File: src/rtl/packet_arbiter_pkg.sv
// packet_arbiter_pkg: state encoding and default sizing for packet_arbiter.
package packet_arbiter_pkg;
  typedef enum logic {ARB_IDLE, ARB_LOCKED} arb_state_t;
  localparam int DEFAULT_NUM_SOURCES = 4;
  localparam int DEFAULT_TIMEOUT_CYCLES = 16;
  localparam int GRANT_WIDTH = $clog2(DEFAULT_NUM_SOURCES);
endpackage

File: src/rtl/packet_pkg.sv
// packet_pkg: beat geometry shared by the packet datapath blocks.
package packet_pkg;
  localparam int packet_width_bits = 32;
  localparam int byte_enable_width_bits = packet_width_bits / 8;
endpackage

File: src/rtl/packet_arbiter_picker.sv
// round_robin_picker: combinational pick of the first requester after last_grant, with wrap.
module round_robin_picker #(
  parameter int N = 4,
  parameter int W = $clog2(N)
) (
  input  logic [N-1:0] request,
  input  logic [W-1:0] last_grant,
  output logic [W-1:0] grant,
  output logic         any_request
);
  logic [W-1:0] idx;
  always_comb begin
    grant = last_grant;
    idx = '0;
    for (int k = N; k >= 1; k--) begin
      idx = W'((int'(last_grant) + k) % N);
      grant = request[idx] ? idx : grant;
    end
  end
  assign any_request = |request;
endmodule

File: src/rtl/packet_arbiter.sv
// packet_arbiter: packet-granular round-robin arbiter feeding payload_aligner; PACKET_ARBITER_TIMEOUT_EN adds a stall watchdog and oTimeout.
module packet_arbiter
  import packet_arbiter_pkg::*;
#(
  parameter int NUM_SOURCES = DEFAULT_NUM_SOURCES,
  parameter int DATA_WIDTH = packet_pkg::packet_width_bits,
  parameter int BE_WIDTH = packet_pkg::byte_enable_width_bits,
  parameter int TIMEOUT_CYCLES = DEFAULT_TIMEOUT_CYCLES
) (
  input  logic                             iClk,
  input  logic                             iReset,
  input  logic [NUM_SOURCES-1:0]           iValid,
  input  logic [NUM_SOURCES*DATA_WIDTH-1:0] iPacket,
  input  logic [NUM_SOURCES-1:0]           iSop,
  input  logic [NUM_SOURCES-1:0]           iEop,
  input  logic [NUM_SOURCES*BE_WIDTH-1:0]  iByte_enable,
  output logic [NUM_SOURCES-1:0]           oReady,
  output logic                             oValid,
  output logic [DATA_WIDTH-1:0]            oPacket,
  output logic                             oSop,
  output logic                             oEop,
  output logic [BE_WIDTH-1:0]              oByte_enable,
  output logic [$clog2(NUM_SOURCES)-1:0]   oGrant,
`ifdef PACKET_ARBITER_TIMEOUT_EN
  output logic                             oTimeout,
`endif
  output logic                             oProtocol_err
);
  localparam int GW = $clog2(NUM_SOURCES);
  arb_state_t state;
  logic [GW-1:0] last_grant, pick;
  logic any_request, first, xfer, src_sop, src_eop;
  logic [DATA_WIDTH-1:0] src_packet;
  logic [BE_WIDTH-1:0] src_be;
  if (NUM_SOURCES < 2 || NUM_SOURCES > 16 || TIMEOUT_CYCLES < 2 || TIMEOUT_CYCLES > 255) begin : g_bad_params
    $error("packet_arbiter: parameter out of range");
  end
  round_robin_picker #(.N(NUM_SOURCES), .W(GW)) u_picker (
    .request(iValid & iSop),
    .last_grant(last_grant),
    .grant(pick),
    .any_request(any_request)
  );
  // while locked, last_grant is the source that owns the stream
  assign xfer = (state == ARB_LOCKED) && iValid[last_grant];
  assign src_sop = iSop[last_grant];
  assign src_eop = iEop[last_grant];
  assign src_packet = DATA_WIDTH'(iPacket >> (int'(last_grant) * DATA_WIDTH));
  assign src_be = BE_WIDTH'(iByte_enable >> (int'(last_grant) * BE_WIDTH));
  assign oReady = (state == ARB_LOCKED) ? NUM_SOURCES'(1) << last_grant : '0;
`ifdef PACKET_ARBITER_TIMEOUT_EN
  logic [7:0] stall_cnt;
  logic timeout;
  assign timeout = (state == ARB_LOCKED) && !iValid[last_grant] && stall_cnt == 8'(TIMEOUT_CYCLES - 1);
`endif
  always_ff @(posedge iClk) begin
    if (iReset) begin
      state <= ARB_IDLE;
      last_grant <= GW'(NUM_SOURCES - 1);
      oGrant <= '0;
      first <= 1'b0;
      oValid <= 1'b0;
      oPacket <= '0;
      oSop <= 1'b0;
      oEop <= 1'b0;
      oByte_enable <= '0;
      oProtocol_err <= 1'b0;
`ifdef PACKET_ARBITER_TIMEOUT_EN
      stall_cnt <= '0;
      oTimeout <= 1'b0;
`endif
    end else begin
      oValid <= xfer;
      oProtocol_err <= xfer && src_sop && !first;
      if (xfer) begin
        oPacket <= src_packet;
        oSop <= src_sop;
        oEop <= src_eop;
        oByte_enable <= src_be;
        first <= 1'b0;
      end
      if (state == ARB_IDLE && any_request) begin
        state <= ARB_LOCKED;
        last_grant <= pick;
        oGrant <= pick;
        first <= 1'b1;
      end else if (xfer && src_eop) begin
        state <= ARB_IDLE;
      end
`ifdef PACKET_ARBITER_TIMEOUT_EN
      oTimeout <= timeout;
      stall_cnt <= (state == ARB_LOCKED && !xfer) ? stall_cnt + 8'd1 : '0;
      // close the abandoned packet with an empty eop beat so the aligner flushes
      if (timeout) begin
        oValid <= 1'b1;
        oPacket <= '0;
        oSop <= 1'b0;
        oEop <= 1'b1;
        oByte_enable <= '0;
        stall_cnt <= '0;
        state <= ARB_IDLE;
      end
`endif
    end
  end
endmodule

File: config.mk
export PLATFORM = sky130hd
export DESIGN_NAME = packet_arbiter
export DESIGN_NICKNAME = d
export VERILOG_FILES = /design/src/rtl/packet_arbiter_pkg.sv /design/src/rtl/packet_pkg.sv /design/src/rtl/packet_arbiter_picker.sv /design/src/rtl/packet_arbiter.sv
export SDC_FILE = /design/constraint.sdc
export NUM_CORES = 1
export LEC_CHECK = 0
export CAP_MARGIN = 20
export CORE_MARGIN = 2
export CORE_UTILIZATION = 31
export DETAILED_ROUTE_END_ITERATION = 10
export GPL_TIMING_DRIVEN = 1
export PLACE_DENSITY = 0.83
export RECOVER_POWER = 50
export SETUP_SLACK_MARGIN = 0.15
export SYNTH_ARGS = -nofsm -noshare
export SYNTH_HDL_FRONTEND = slang
export SYNTH_HIERARCHICAL = 1
export SYNTH_SLANG_ARGS = --single-unit
File: constraint.sdc
create_clock -name iClk -period 1.5 [get_ports iClk]
set_input_delay 0.3 -clock iClk [delete_from_list [all_inputs] [get_ports iClk]]
set_output_delay 0.3 -clock iClk [all_outputs]
set_load 0.01 [all_outputs]
== After elaboration in Yosys (flattened, before gate mapping) ==
Cells that the tools add are included.
Storage, ports and cells
  output and inout bits: 46
  flip-flop bits (word level): 46
Operators by class
  add/sub/neg operators: 4
  shift-type cells: 3
  mux-type cells: 23
  reductions and logical operators: 9
  bitwise operators: 2
  $lt $le $gt $ge: 5
Operators with widths (count)
  $shr 128x7->32: 1
  $shr 16x4->4: 1
  $lt 2x3->1 const B: 5
  $bmux 1 s2: 7
  $mux 1: 11
  $mux 2: 4
  $logic_and 1x1->1: 5
  $add 2x1->2 const B: 2
  $add 2x2->2 const B: 2
  $and 4x4->4: 1
  $mux 4: 1
  $reduce_bool 2->1: 2
  $reduce_or 4->1: 1
  $shl 1x2->4 const A: 1
  $logic_not 1->1: 1
  $not 1->1: 1

== Depth between registers and ports, before layout ==
Gate-level depths: netlist of the first run.
  word-level depth: 7
  gate-level depth with buffers: 7

== By module ==
The synthesis of the first run kept the hierarchy.
Modules (own cells, without submodules)
  packet_arbiter: area an instance 2613.8 um^2, seq. area each 920.9 um^2, cells each 253, times used 1
  round_robin_picker: area an instance 82.6 um^2, seq. area each 0.0 um^2, cells each 14, times used 1

== Least setup slack after synthesis of the first run ==
Ideal clock, no wire load.
  kind: flip-flop to flip-flop
  start: register last_grant[0]
  end: register oByte_enable[0]
  required time: 1.358 ns
  arrival: 1.425 ns
  setup slack: -0.067 ns
  stages on the path, launching flop included: 6
  cell sequence: dfxtp_1 > buf_4 > buf_4 > mux4_2 > nand2_1 > a21oi_2
On the way
  word-level cells in the longest chain between the ends: 3
  elaborated cells between the ends (all ways): 4
RTL lines
  start: declaration: RTL line packet_arbiter.sv:31  | logic [GW-1:0] last_grant, pick;
  start signal: assignment: RTL line packet_arbiter.sv:59  | last_grant <= GW'(NUM_SOURCES - 1);
  start signal: assignment: RTL line packet_arbiter.sv:84  | last_grant <= pick;
  $bmux 1 s2: RTL line packet_arbiter.sv:45  | assign xfer = (state == ARB_LOCKED) && iValid[last_grant];
  $mux 1 (implied by the code): RTL line packet_arbiter.sv:45
  $logic_and 1x1->1: RTL line packet_arbiter.sv:45
  end signal: assignment: RTL line packet_arbiter.sv:79  | oByte_enable <= src_be;
  end: declaration: RTL line packet_arbiter.sv:22  | output logic [BE_WIDTH-1:0] oByte_enable,
Parallel ways exist; a longest one is shown, timed or not. The select of a mux whose other input is x is not followed.
A chain may end at the register's enable or synchronous reset.

== Worst setup path in the final report of the first run ==
  start: register last_grant[0]
  end: register oPacket[28]
On the way
  word-level cells in the longest chain between the ends: 3
  elaborated cells between the ends (all ways): 4
RTL lines
  parallel branches: the longest is 3 deep, another holds $shr 128x7->32
  end signal: assignment: RTL line packet_arbiter.sv:76  | oPacket <= src_packet;
  end: declaration: RTL line packet_arbiter.sv:19  | output logic [DATA_WIDTH-1:0] oPacket,
Parallel ways; which one is timed is not known. The select of a mux whose other input is x is not followed.

==> impl_metrics.py, run 1 <==
metrics = {
    "cts": {
        "cts_made_buffers": 5,
        "clkLatencyLatePin_ns": 0.29,
        "cts_hold_buffers": 0,
        "cts-root-buf": "clkbuf_8",
        "cts.sinks": 46,
        "htreeDepth": 2,
        "clk_path_buf_depth": 2,
        "cts_tree": "built",
        "path_clk_slew_ns": 0.08,
    },
    "global_routing": {
        "antenna_found_initial": 0,
        "overflow": 0,
        "grtUsageMet3_pct": 4.60,
        "grt_first_pass_wirelength_microns": 15100,
        "use_met1_pct": 22.2,
        "gr-usage-met2_pct": 37.6,
        "busiest_layer": "met2",
        "grt_max_degree": 40,
        "grt_pass1_vias": 3014,
        "grt_use_total_pct": 19.8,
    },
    "drt": {
        "drtPass1Iterations": 4,
        "num_vias": 2993,
        "drtIter0Drc": 42,
        "drc": 0,
        "finalWirelength_microns": 10800,
        "vias_per_cell": 4.96,
        "wl_per_cell_microns": 17.8,
        "drt.antenna.violating_nets": 0,
    },
    "floorplan": {
        "rows": 34,
        "initial_core_util_pct": 31.4,
        "coreArea_sq_mm": 0.00859,
        "io_pins": 204,
        "dieHeight_microns": 97.3,
        "die-width_microns": 97.3,
        "die_area_sq_mm": 0.00946,
    },
    "final_layout": {
        "final_layout_size_suffix_gt1_share_pct": 34.9,
        "areaGrowthSynthToFinish_pct": 110,
        "fillCellCount": 672,
        "register_area_sq_um": 930,
        "diodes": 0,
        "nets": 653,
        "multi_input_area_sq_mm": 0.00190,
    },
    "worst_setup_path": {
        "worstReg2RegStart": "last_grant[0]$_SDFFE_PP1P_",
        "critical-path-slowest-cell": "mux4_2",
        "worstPathArrival_ns": 1.73,
        "critical_path_buf_inv_count": 3,
        "required_ns": 1.68,
        "critical_path.top_delay_family": "multiplexers",
        "cpPeakStageDelay_ns": 0.50,
        "path_depth": 6,
        "r2r-end": "oPacket[28]$_SDFFE_PP0P_",
        "crit_path_end_kind": "register",
        "cp_max_fo": 7,
        "setup.worst_path.start_class": "register",
        "r2r_slack_ns": -0.06,
        "worst_path_most_repeated_cell": "buf_12",
        "critPathKind": "reg2reg",
        "crit_chain": "buf_12 > buf_12 > clkbuf_16 > mux4_2 > nand2_1 > a21oi_1",
        "ff2ff_path_depth": 6,
    },
    "timing": {
        "fmax_mhz": 643,
        "finalMaxSlewViolations": 0,
        "finalHoldViolations": 0,
        "fin_crit_ns": 1.56,
        "rsz0062_at_grt": "true",
        "holdWs_ns": 0.404,
        "maxSlewHeadroom_pct": 76.1,
        "tightest_slew_ns": 0.358,
        "fin_ws_ns": -0.0563,
        "fin_crit_sh_pct": 104,
        "clock_skew_ns": 0.00958,
        "finalSetupViolCount": 40,
    },
    "min_path": {
        "hold_start": "iReset",
        "holdPathEnd": "oPacket[10]$_SDFFE_PP0P_",
        "worstHoldPathCells": 2,
        "hold_path_class": "in2reg",
    },
    "run": {
        "cap_violations": 0,
    },
    "logic_synthesis": {
        "synth_area_leaders": "dfxtp_1 34%, mux4_2 32%, nand2_1 12%, a21oi_1 6.3%, a21oi_2 3.2%",
        "synth_cells": 267,
        "synthDistinctLibCells": 25,
        "yosysTopAreaCell": "dfxtp_1",
        "syn_nets": 425,
        "ys_warn_count": 6,
        "syn-cell-area_sq_mm": 0.00270,
        "synth.yosys.seq_area_share_pct": 34.2,
        "async_reset_ff_share_pct": 0,
        "synth_common_cells": "84 x nand2_1, 46 x dfxtp_1, 38 x mux4_2",
        "syn_area_per_cell_sq_um": 10.1,
        "yosysMostFrequentCell": "nand2_1",
        "synth_edf_count": 0,
        "synth-seq-cells": 46,
        "synth_top_area_share_pct": 34.2,
        "yosys_most_used_dff": "dfxtp_1",
    },
    "power": {
        "ir_drop_mv": 0.442,
        "clockPowerShare_pct": 16.3,
        "p_int_w": 0.00303,
        "combPwrFrac_pct": 50.6,
        "powerDensity_mw_per_mm2": 771,
        "swShare_pct": 30.5,
        "p_sw_w": 0.00133,
        "power_leakage_nw": 2.32,
        "seq_power_share_pct": 33.1,
    },
    "outcome": {
        "outcome": "finished, violations left",
        "violations": "setup timing",
    },
    "placed_design": {
        "post-dp-hpwl_microns": 7440,
        "dp_slack_ns": -0.270,
        "port_buffers": 203,
        "routabilityCongestion": 0.841,
    },
}
cell usage in the layout (no fill, tap or decap), types with 2 or more instances in the layout:
| cell | netlist | routed |
|---|---|---|
| a21oi_1 | 34 | 18 |
| a21oi_2 | 10 | 26 |
| and2_4 | 0 | 4 |
| buf_12 | 0 | 11 |
| buf_16 | 0 | 4 |
| buf_2 | 4 | 5 |
| buf_4 | 10 | 14 |
| buf_6 | 2 | 4 |
| clkbuf_16 | 0 | 6 |
| clkbuf_8 | 0 | 5 |
| clkdlybuf4s50_1 | 0 | 154 |
| clkinv_2 | 0 | 2 |
| dfxtp_1 | 46 | 43 |
| dfxtp_4 | 0 | 2 |
| dlygate4sd2_1 | 0 | 42 |
| dlymetal6s2s_1 | 0 | 2 |
| inv_1 | 2 | 2 |
| mux4_2 | 38 | 38 |
| nand2_1 | 84 | 43 |
| nand2_2 | 0 | 31 |
| nand2_4 | 0 | 10 |
| nand2b_1 | 4 | 3 |
| nor2_1 | 10 | 9 |
| nor2b_4 | 1 | 2 |
| o21ai_1 | 2 | 2 |
kinds of logic after synthesis:
logic type             synth area share [%]
muxes                                  32.5
AOI/OAI and AO/OA                      11.9
DFF                                    34.2
and+or+nand+nor                        16.0
buffers and inverters                  5.48
worst max path at each step:
stage,from,endpoint
after floorplan,last_grant[0]$_SDFFE_PP1P_,oByte_enable[0]$_SDFFE_PP0P_
after global placement,iValid[3],oGrant[0]$_SDFFE_PP0P_
after detailed placement,iValid[3],oGrant[0]$_SDFFE_PP0P_
after CTS,last_grant[0]$_SDFFE_PP1P_,oPacket[28]$_SDFFE_PP0P_
after global routing,last_grant[0]$_SDFFE_PP1P_,oPacket[24]$_SDFFE_PP0P_
final,last_grant[0]$_SDFFE_PP1P_,oPacket[28]$_SDFFE_PP0P_
per-stage QoR:
stage | total power, W | instance area (sq um) | std cells | setup TNS, ns | utilization, %
after floorplan | 0.00237 | 2760 | 267 | 0 | -
after global placement | 0.00314 | 4930 | 572 | -6.03 | 57.4
after detailed placement | 0.00319 | 4930 | 572 | -7.88 | 57.4
after CTS | 0.00401 | 5160 | 591 | -0.546 | 60.1
after global routing | 0.00458 | 5660 | 604 | -3.67 | 65.8
final | 0.00436 | 5660 | 604 | -1.36 | 65.8
per-layer routing:
metal	vias up	share of wire, %
li1	1423	-
met1	1447	38
met2	106	55
met3	17	4.9
met4	0	1.8
met5	-	0
final cells by class:
class,instances,share of cell area (%)
flip-flops and latches,46,16.4
multi-input cells,197,33.5
clock inverters,2,0.177
inverters,2,0.133
well taps,108,2.39
clock buffers,6,1.28
repair buffers,243,46.1
power by group through the flow:
stage               Combinational (W)  Clock (W)  Sequential [W]
floorplan                    0.000875          0         0.00150
global placement              0.00169          0         0.00145
detailed placement            0.00173          0         0.00146
CTS                           0.00185   0.000733         0.00142
global route                  0.00233   0.000787         0.00146
finish                        0.00221   0.000709         0.00144
registers in the layout, indices dropped and copies added (netlist names), 2 cells and up:
name / count
oGrant: 2
last_grant: 2
oPacket: 32
oByte_enable: 4
what timing repair did:
action,CTS,global route
buffers inserted,8,5
gates cloned,3,8
endpoints found under the hold margin,0,0
setup endpoints to repair,87,49
gates resized for setup,74,79
pin swaps,6,46
(Power assumes the default switching activity.)
==> run 2: changes to the inputs <==
--- a/config.mk
+++ b/config.mk
@@ -13,6 +13,7 @@
 export PLACE_DENSITY = 0.83
 export RECOVER_POWER = 50
 export SETUP_SLACK_MARGIN = 0.15
+export SLEW_MARGIN = 20
 export SYNTH_ARGS = -nofsm -noshare
 export SYNTH_HDL_FRONTEND = slang
 export SYNTH_HIERARCHICAL = 1
==> results of run 2 <==
No change in the layout: final DEF, timing and power equal those of run 1.
==> run 3: changes to the inputs <==
--- a/config.mk
+++ b/config.mk
@@ -9,7 +9,6 @@
 export CORE_MARGIN = 2
 export CORE_UTILIZATION = 31
 export DETAILED_ROUTE_END_ITERATION = 10
-export GPL_TIMING_DRIVEN = 1
 export PLACE_DENSITY = 0.83
 export RECOVER_POWER = 50
 export SETUP_SLACK_MARGIN = 0.15
==> results of run 3 <==
No change in the layout: final DEF, timing and power equal those of run 1.
